**src/rtl/multicycle_control_fsm.sv**
```systemverilog
// Multi-cycle main control unit: sequences FETCH/DECODE/EXEC/MEM/WB and
// produces ALUop plus the PC, IR, register-file, SP and memory strobes.
module multicycle_control_fsm #(
  parameter int              OP_W     = 6,
  parameter logic [OP_W-1:0] ALU_IDLE = '1
) (
  input  logic            clk,
  input  logic            rst,
  input  logic [OP_W-1:0] opcode,
  input  logic            mem_ready,
  input  logic            flag_zero,
  input  logic            flag_neg,
  output logic [OP_W-1:0] ALUop,
  output logic            ir_write,
  output logic            pc_write,
  output logic [1:0]      pc_src,
  output logic            mem_read,
  output logic            mem_write,
  output logic            iord,
  output logic            alu_src,
  output logic            reg_write,
  output logic            mem_to_reg,
  output logic            sp_write,
  output logic            illegal_op,
  output logic            halted,
  output logic [2:0]      state
);

  typedef enum logic [2:0] {
    FETCH  = 3'd0,
    DECODE = 3'd1,
    EXEC   = 3'd2,
    MEM    = 3'd3,
    WB     = 3'd4,
    HALT   = 3'd5
  } state_t;

  localparam logic [OP_W-1:0] OP_LD   = OP_W'(10);
  localparam logic [OP_W-1:0] OP_ST   = OP_W'(11);
  localparam logic [OP_W-1:0] OP_LDSP = OP_W'(12);
  localparam logic [OP_W-1:0] OP_STSP = OP_W'(13);
  localparam logic [OP_W-1:0] OP_BR   = OP_W'(14);
  localparam logic [OP_W-1:0] OP_BMI  = OP_W'(15);
  localparam logic [OP_W-1:0] OP_BPL  = OP_W'(16);
  localparam logic [OP_W-1:0] OP_BZ   = OP_W'(17);
  localparam logic [OP_W-1:0] OP_PUSH = OP_W'(18);
  localparam logic [OP_W-1:0] OP_POP  = OP_W'(19);
  localparam logic [OP_W-1:0] OP_CALL = OP_W'(20);
  localparam logic [OP_W-1:0] OP_RET  = OP_W'(21);
  localparam logic [OP_W-1:0] OP_MOVE = OP_W'(22);
  localparam logic [OP_W-1:0] OP_HALT = OP_W'(32);

  state_t          st_q, st_d;
  logic [OP_W-1:0] op_q;
  logic            is_alu, is_rd, is_wr, is_ldwb, legal;

  always_ff @(posedge clk) begin
    if (rst) begin
      st_q <= FETCH;
      op_q <= '0;
    end else begin
      st_q <= st_d;
      if (st_q == DECODE) op_q <= opcode;
    end
  end

  // Instruction classes derived from the latched opcode.
  assign is_alu  = (op_q <= OP_W'(9)) || (op_q == OP_MOVE);
  assign is_ldwb = (op_q == OP_LD) || (op_q == OP_LDSP) || (op_q == OP_POP);
  assign is_rd   = is_ldwb || (op_q == OP_RET);
  assign is_wr   = (op_q == OP_ST) || (op_q == OP_STSP) ||
                   (op_q == OP_PUSH) || (op_q == OP_CALL);
  assign legal   = (opcode <= OP_W'(22)) || (opcode == OP_HALT);
  assign state   = st_q;

  always_comb begin
    st_d       = st_q;
    ALUop      = ALU_IDLE;
    ir_write   = 1'b0;
    pc_write   = 1'b0;
    pc_src     = 2'b00;
    mem_read   = 1'b0;
    mem_write  = 1'b0;
    iord       = 1'b0;
    alu_src    = 1'b0;
    reg_write  = 1'b0;
    mem_to_reg = 1'b0;
    sp_write   = 1'b0;
    illegal_op = 1'b0;
    halted     = 1'b0;
    case (st_q)
      FETCH: begin
        mem_read = 1'b1;
        if (mem_ready) begin
          ir_write = 1'b1;
          pc_write = 1'b1;
          st_d     = DECODE;
        end
      end
      DECODE: begin
        if (opcode == OP_HALT) st_d = HALT;
        else if (legal)        st_d = EXEC;
        else begin
          illegal_op = 1'b1;
          st_d       = FETCH;
        end
      end
      EXEC: begin
        ALUop   = op_q;
        alu_src = (op_q >= OP_W'(1)) && (op_q <= OP_STSP);
        if (is_alu)              st_d = WB;
        else if (is_rd || is_wr) st_d = MEM;
        else begin
          st_d = FETCH;
          if (op_q >= OP_BR && op_q <= OP_BZ) pc_src = 2'b01;
          case (op_q)
            OP_BR:   pc_write = 1'b1;
            OP_BMI:  pc_write = flag_neg;
            OP_BPL:  pc_write = ~flag_neg;
            OP_BZ:   pc_write = flag_zero;
            default: pc_write = 1'b0;
          endcase
        end
      end
      MEM: begin
        iord      = 1'b1;
        mem_read  = is_rd;
        mem_write = is_wr;
        if (!(is_rd || is_wr)) st_d = FETCH;
        else if (mem_ready) begin
          st_d = is_ldwb ? WB : FETCH;
          sp_write = (op_q == OP_PUSH) || (op_q == OP_CALL) || (op_q == OP_RET);
          if (op_q == OP_CALL) begin
            pc_write = 1'b1;
            pc_src   = 2'b01;
          end else if (op_q == OP_RET) begin
            pc_write = 1'b1;
            pc_src   = 2'b10;
          end
        end
      end
      WB: begin
        reg_write  = 1'b1;
        mem_to_reg = is_ldwb;
        sp_write   = (op_q == OP_POP);
        st_d       = FETCH;
      end
      HALT:    halted = 1'b1;
      default: st_d = FETCH;
    endcase
    // Reset aborts in the same cycle: nothing may be written while rst is high.
    if (rst) begin
      ALUop      = ALU_IDLE;
      ir_write   = 1'b0;
      pc_write   = 1'b0;
      pc_src     = 2'b00;
      mem_read   = 1'b0;
      mem_write  = 1'b0;
      iord       = 1'b0;
      alu_src    = 1'b0;
      reg_write  = 1'b0;
      mem_to_reg = 1'b0;
      sp_write   = 1'b0;
      illegal_op = 1'b0;
      halted     = 1'b0;
    end
  end

endmodule

```
**config.mk**
```make
export PLATFORM = sky130hd
export DESIGN_NAME = multicycle_control_fsm
export DESIGN_NICKNAME = d
export VERILOG_FILES = /design/src/rtl/multicycle_control_fsm.sv
export SDC_FILE = /design/constraint.sdc
export NUM_CORES = 1
export LEC_CHECK = 0
export CAP_MARGIN = 5
export CORE_MARGIN = 1
export CORE_UTILIZATION = 43
export CTS_CLUSTER_DIAMETER = 150
export DETAILED_ROUTE_END_ITERATION = 8
export PLACE_DENSITY_LB_ADDON = 0.3
export SYNTH_ARGS = -nofsm -noshare
export SYNTH_HDL_FRONTEND = slang
export SYNTH_SLANG_ARGS = --single-unit
```
**constraint.sdc**
```tcl
create_clock -name clk -period 1.75 [get_ports clk]
set_input_delay 0.175 -clock clk [delete_from_list [all_inputs] [get_ports clk]]
set_output_delay 0.175 -clock clk [all_outputs]
set_load 0.005 [all_outputs]
```
==> summary.md <==
| Metric | Value |
|---|---|
| Class of the tightest hold or removal check | `primary input to flop` |
| Filler cells | `52` |
| Crit path kind | `flop to output port` |
| Mean cell area of the mapped netlist | `7.29 um^2` |
| Hpwl dp | `2200 um` |
| Count of max-cap constraint violations | `0` |
| Buffers on Ports | `32` |
| Minimum setup slack in the final design | `-249 ps` |
| Startpoint kind of the worst setup timing path | `flop` |
| Sink Count | `9` |
| Yosys reg bits | `9` |
| Hold_ws | `294 ps` |
| Vias post-DR | `1,412` |
| Drc violations | `0` |
| Area used by multi-input combinational logic | `790 um^2` |
| Clock tree from TritonCTS | `yes` |
| Drt wl/cell | `21.0 um` |
| Net count of the mapped netlist | `131` |
| Core area | `0.00182 mm^2` |
| Clock latency of the later-clocked register in the worst-skew pair | `270 ps` |
| Clk network pwr share | `24.5%` |
| CTS root buf | `sky130_fd_sc_hd__clkbuf_4` |
| Worst slew margin | `64.8%` |
| Number of top-level pins | `33` |
| Antenna violation net count after detailed routing | `0` |
| Post-layout minimum cycle time | `2000 ps` |
| Clock-pin slew reported for the worst setup and hold paths after clock tree synthesis | `60 ps` |
| Kind of end point of the critical path | `output port` |
| Start of the worst register-to-register path | `op_q[2]` |
| Run status | `finished, violations left` |
| Count of routing violations after the opening detailed-route iteration | `112` |
| Biggest area consumer among synthesized cells | `sky130_fd_sc_hd__dfxtp_1` |
| Critical Path AT | `1820 ps` |
| Detailed-router iteration count before antenna repair | `5` |
| R2r setup slk | `10 ps` |
| Number of setup violations in the final report | `8` |
| H-tree lvl count | `1` |
| Failing checks | `negative setup slack` |
| Post-layout nets | `206` |
| Post-synthesis instance total | `120` |
| Number of flops mapped to enable cells by yosys | `0` |
| Cell area after technology mapping | `875 um^2` |
| Post-synth ARST share | `0%` |
| Top flip-flop cell by instance count after synthesis | `sky130_fd_sc_hd__dfxtp_1` |
| Synth area leaders | `sky130_fd_sc_hd__dfxtp_1 21%, sky130_fd_sc_hd__nand2b_1 8.6%, sky130_fd_sc_hd__a21oi_1 6.9%` |
| Largest voltage drop on the vdd net | `0.451 mV` |
| Required time at the worst-slack endpoint | `1570 ps` |
| Final Hold Vio Count | `0` |
| Layout Area Growth over Synthesis | `97.3%` |
| Capture point of the critical path | `pc_src[0]` |
| Share of post-route cells with drive strength above 1 | `48.5%` |
| Ranking of synthesized cells by instance count | `12 x sky130_fd_sc_hd__a21oi_1, 12 x sky130_fd_sc_hd__nand2_1, 12 x sky130_fd_sc_hd__nand2b_1, 9 x sky130_fd_sc_hd__dfxtp_1, 9 x sky130_fd_sc_hd__nor3_1` |
| Reg-to-Reg End | `state[2]` |
| Standard-cell row count | `15` |
| Proportion of synthesized chip area in sequential cells | `20.6%` |
| Comb pwr share | `41.7%` |
| Seq pwr share | `33.8%` |
| Fmax | `500 MHz` |
| Horizontal die dimension | `47.1 um` |
| Share of the cycle needed by the critical path after routing | `114%` |
| Pin count of the biggest net entering global routing | `17` |
| Fraction of power spent switching nets | `34.2%` |
| Total power of the final layout | `689 uW` |
| Number of global-route vias before repair | `1,196` |
| Yosys top cell area share | `20.6%` |
| Unrepaired setup endpoints after global routing | `true` |
| Max-slew violation count | `0` |
| Final GP Congestion | `0.886` |
| Antenna diode count | `0` |
| Cells on worst reg2reg path | `8` |
| Internal power contribution | `453 uW` |
| Initial core utilization | `48.0%` |
| Placed cell areas | `0.00143 mm^2` |
| Yosys warning total | `0` |
| First-pass GRT wire length | `5130 um` |
| Floorplan die area | `0.00222 mm^2` |
| Switch Pwr | `236 uW` |
| Routed via count divided by cell count | `6.45` |
| Static leakage | `0.719 nW` |
| Overflow left after global routing | `0` |
| Clock Skews | `12.7 ps` |
| Power per Cell Area | `399 mW/mm^2` |
| Total GRT Usage | `33.3%` |
| Worst slew pin tran | `528 ps` |
| Number of different library cells in the post-synthesis netlist | `40` |
| Max clock buf depth | `2` |
| Storage element area | `190 um^2` |
| Chip Height | `47.1 um` |
| Worst-path maximum fanout | `7` |
| Source of the critical timing path | `op_q[3]` |
| Final-layout setup total negative slack | `-1070 ps` |
| Cell count of the worst hold path | `3` |
| Post-Route WL | `4610 um` |
| Number of clock buffers inserted by TritonCTS | `3` |
| Final Instance Area | `0.00173 mm^2` |
| Initial antenna violation count | `0` |
cell usage in the layout, fill, tap and decap left out, drive strengths merged, types with 2 or more instances in the layout:
master and n:
or2b 2, dlygate4sd2 9, buf 55, a211oi 2, nand2b 12, nor3 9
o21ai 8, a21oi 13, nor3b 3, mux2i 2, inv 2, o32ai 2
nor4 2, dfxtp 9, a31oi 2, nand3 2, and2 2, nand2 12
clkdlybuf4s50 12, clkbuf 5, nor2 8, or3 2, clkdlybuf4s15 2
registers in the layout (all words and copies together) (netlist names):
signal and flops:
op_q 6, state 3
power groups by stage:
stage	combinational (mW)	sequential [mW]	clock [mW]
floorplan	0.106	0.226	0
finish	0.287	0.233	0.168
global placement	0.205	0.232	0
detailed placement	0.211	0.233	0
CTS	0.252	0.231	0.162
global route	0.301	0.233	0.183
metal layers:
| metal | vias to the layer above | part of all wire (%) | global-route usage, % | routed length, um |
|---|---|---|---|---|
| met5 | - | 0 | 0 | 0 |
| met4 | 0 | 5.5 | 17.7 | 255 |
| met3 | 41 | 9.8 | 4.62 | 453 |
| met2 | 130 | 49 | 63.1 | 2270 |
| met1 | 649 | 35 | 35.2 | 1630 |
| li1 | 592 | - | - | - |
worst max-delay path, cell delays in order, from the launching register on:
cell and delay, ps:
sky130_fd_sc_hd__dfxtp_2 330, sky130_fd_sc_hd__buf_4 130, sky130_fd_sc_hd__buf_4 150, sky130_fd_sc_hd__nand4b_1 220
sky130_fd_sc_hd__a2111oi_4 430, sky130_fd_sc_hd__a21oi_2 50, sky130_fd_sc_hd__nor2_1 120, sky130_fd_sc_hd__buf_2 130
cell families after synthesis:
logic type	share of synthesized area, %
AND/OR/NAND/NOR	39.9
buffers and inverters	6.44
AO/OA/AOI/OAI	30.8
flip-flops	20.6
multiplexers	2.29
per-stage QoR:
step	utilization (%)	setup WS [ps]	std cells
2_1_floorplan	-	91.3	120
3_3_place_gp	78.3	-313	200
3_5_place_dp	78.3	-347	200
4_1_cts	90.7	-161	217
5_1_grt	94.8	-319	219
6_report	94.8	-249	219
area by class of cell:
cell class	instances	share of cell area (%)
timing repair buffer	80	39.4
clock buffer	4	1.52
inverter	2	0.435
multi-input combinational	99	45.8
tap	25	1.81
sequential	9	11.0
worst min-delay path by stage:
stage	from	to	slack, ps
6_report	opcode[3]	op_q[3]	290
5_1_grt	opcode[3]	op_q[3]	300
4_1_cts	opcode[4]	op_q[4]	540
3_5_place_dp	state[1]	state[0]	560
3_3_place_gp	state[1]	state[0]	540
2_1_floorplan	opcode[0]	op_q[0]	310
timing repair:
action | CTS | global route
endpoints found under the hold margin | 0 | 0
setup buffers | 13 | 2
pin swaps | 15 | 10
gates resized for setup | 74 | 18
hold buffers | 0 | 0
setup endpoints to repair | 19 | 14
(Power assumes the default switching activity.)
==> variant, RTL diff (config.mk and constraints unchanged) <==
The parameter `OP_W` goes from 6 to 8.
--- a/src/rtl/multicycle_control_fsm.sv
+++ b/src/rtl/multicycle_control_fsm.sv
@@ -2,5 +2,5 @@
 // produces ALUop plus the PC, IR, register-file, SP and memory strobes.
 module multicycle_control_fsm #(
-  parameter int              OP_W     = 6,
+  parameter int              OP_W     = 8,
   parameter logic [OP_W-1:0] ALU_IDLE = '1
 ) (
Interface: changed (resized ALUop and opcode); port bits go from 33 to 37. The function was not compared with the original's and may differ.
==> variant against the original RTL <==
- the run now fails in global routing
- synthesized area grew 14%
- synthesized cell count rose by 12%
==> variant: results (changes against the original RTL) <==
- The post-synth net total was 147 (+12%).
- Number of port buffers: 36 (+13%)
* List of most frequent post-synthesis cells: sky130_fd_sc_hd__nor2_1, sky130_fd_sc_hd__dfxtp_1, sky130_fd_sc_hd__nand2b_1
- The routability congestion estimate from global placement was 0.889 (+0.28%).
- Terminating stage of the flow: global routing
* Portion of the post-synthesis area used by sequential elements: 22.1% (+1.5 points)
* Outcome: did not finish
- Largest net degree at the start of global routing: 12
- After the last repair the worst path ends at an output port.
- Leading register cell type out of synthesis: sky130_fd_sc_hd__dfxtp_1
- The placed standard-cell area was 1790 µm² (+25%).
- Number of distinct library cells after synthesis: 41 (+2.5%)
* Root Buffer: sky130_fd_sc_hd__clkbuf_4
* FFs w/ async S/R, synth: 0% (unchanged)
- Worst endpoint from the post-global-route timing repair: mem_read
- Among all cell types in the netlist, the one instantiated most often is sky130_fd_sc_hd__nor2_1.
* Inserted Clock Buffers: 3 (unchanged)
- Synthesis Warnings: 0 (unchanged)
- The number of H-tree branching levels came to 1 (unchanged).
- DP Wirelength: 2.78 mm (+27%)
- Flops & latches, synth: 11 (+2)
- Bufs on Longest Clock Path: 2 (unchanged)
- The tool reported: "[ERROR DPL-0038] Utilization greater than 100%, impossible to legalize".
- Top area cells in the synthesized netlist: sky130_fd_sc_hd__dfxtp_1, sky130_fd_sc_hd__mux2i_1, sky130_fd_sc_hd__nand2b_1
variant: kinds of logic after synthesis:
family	synth area share (%)
AND/OR/NAND/NOR	40.8
AO/OA/AOI/OAI	18.0
buffers and inverters	7.55
flip-flops	22.1
multiplexers	8.05
XOR/XNOR	3.52
variant: stage by stage:
| step | setup slack [ns] | instances | hold WS (ns) | utilization (%) |
|---|---|---|---|---|
| after global placement | -0.332 | 247 | 0.597 | 81.6 |
| after detailed placement | -0.370 | 247 | 0.636 | 81.6 |
| after floorplan | 0.249 | 134 | 0.314 | - |
| after CTS | -0.147 | 265 | 0.425 | 96.6 |
variant: timing repair:
item / in CTS
setup endpoints to repair: 21
resized for setup: 102
gates cloned: 0
pin swaps: 17
buffers inserted: 15
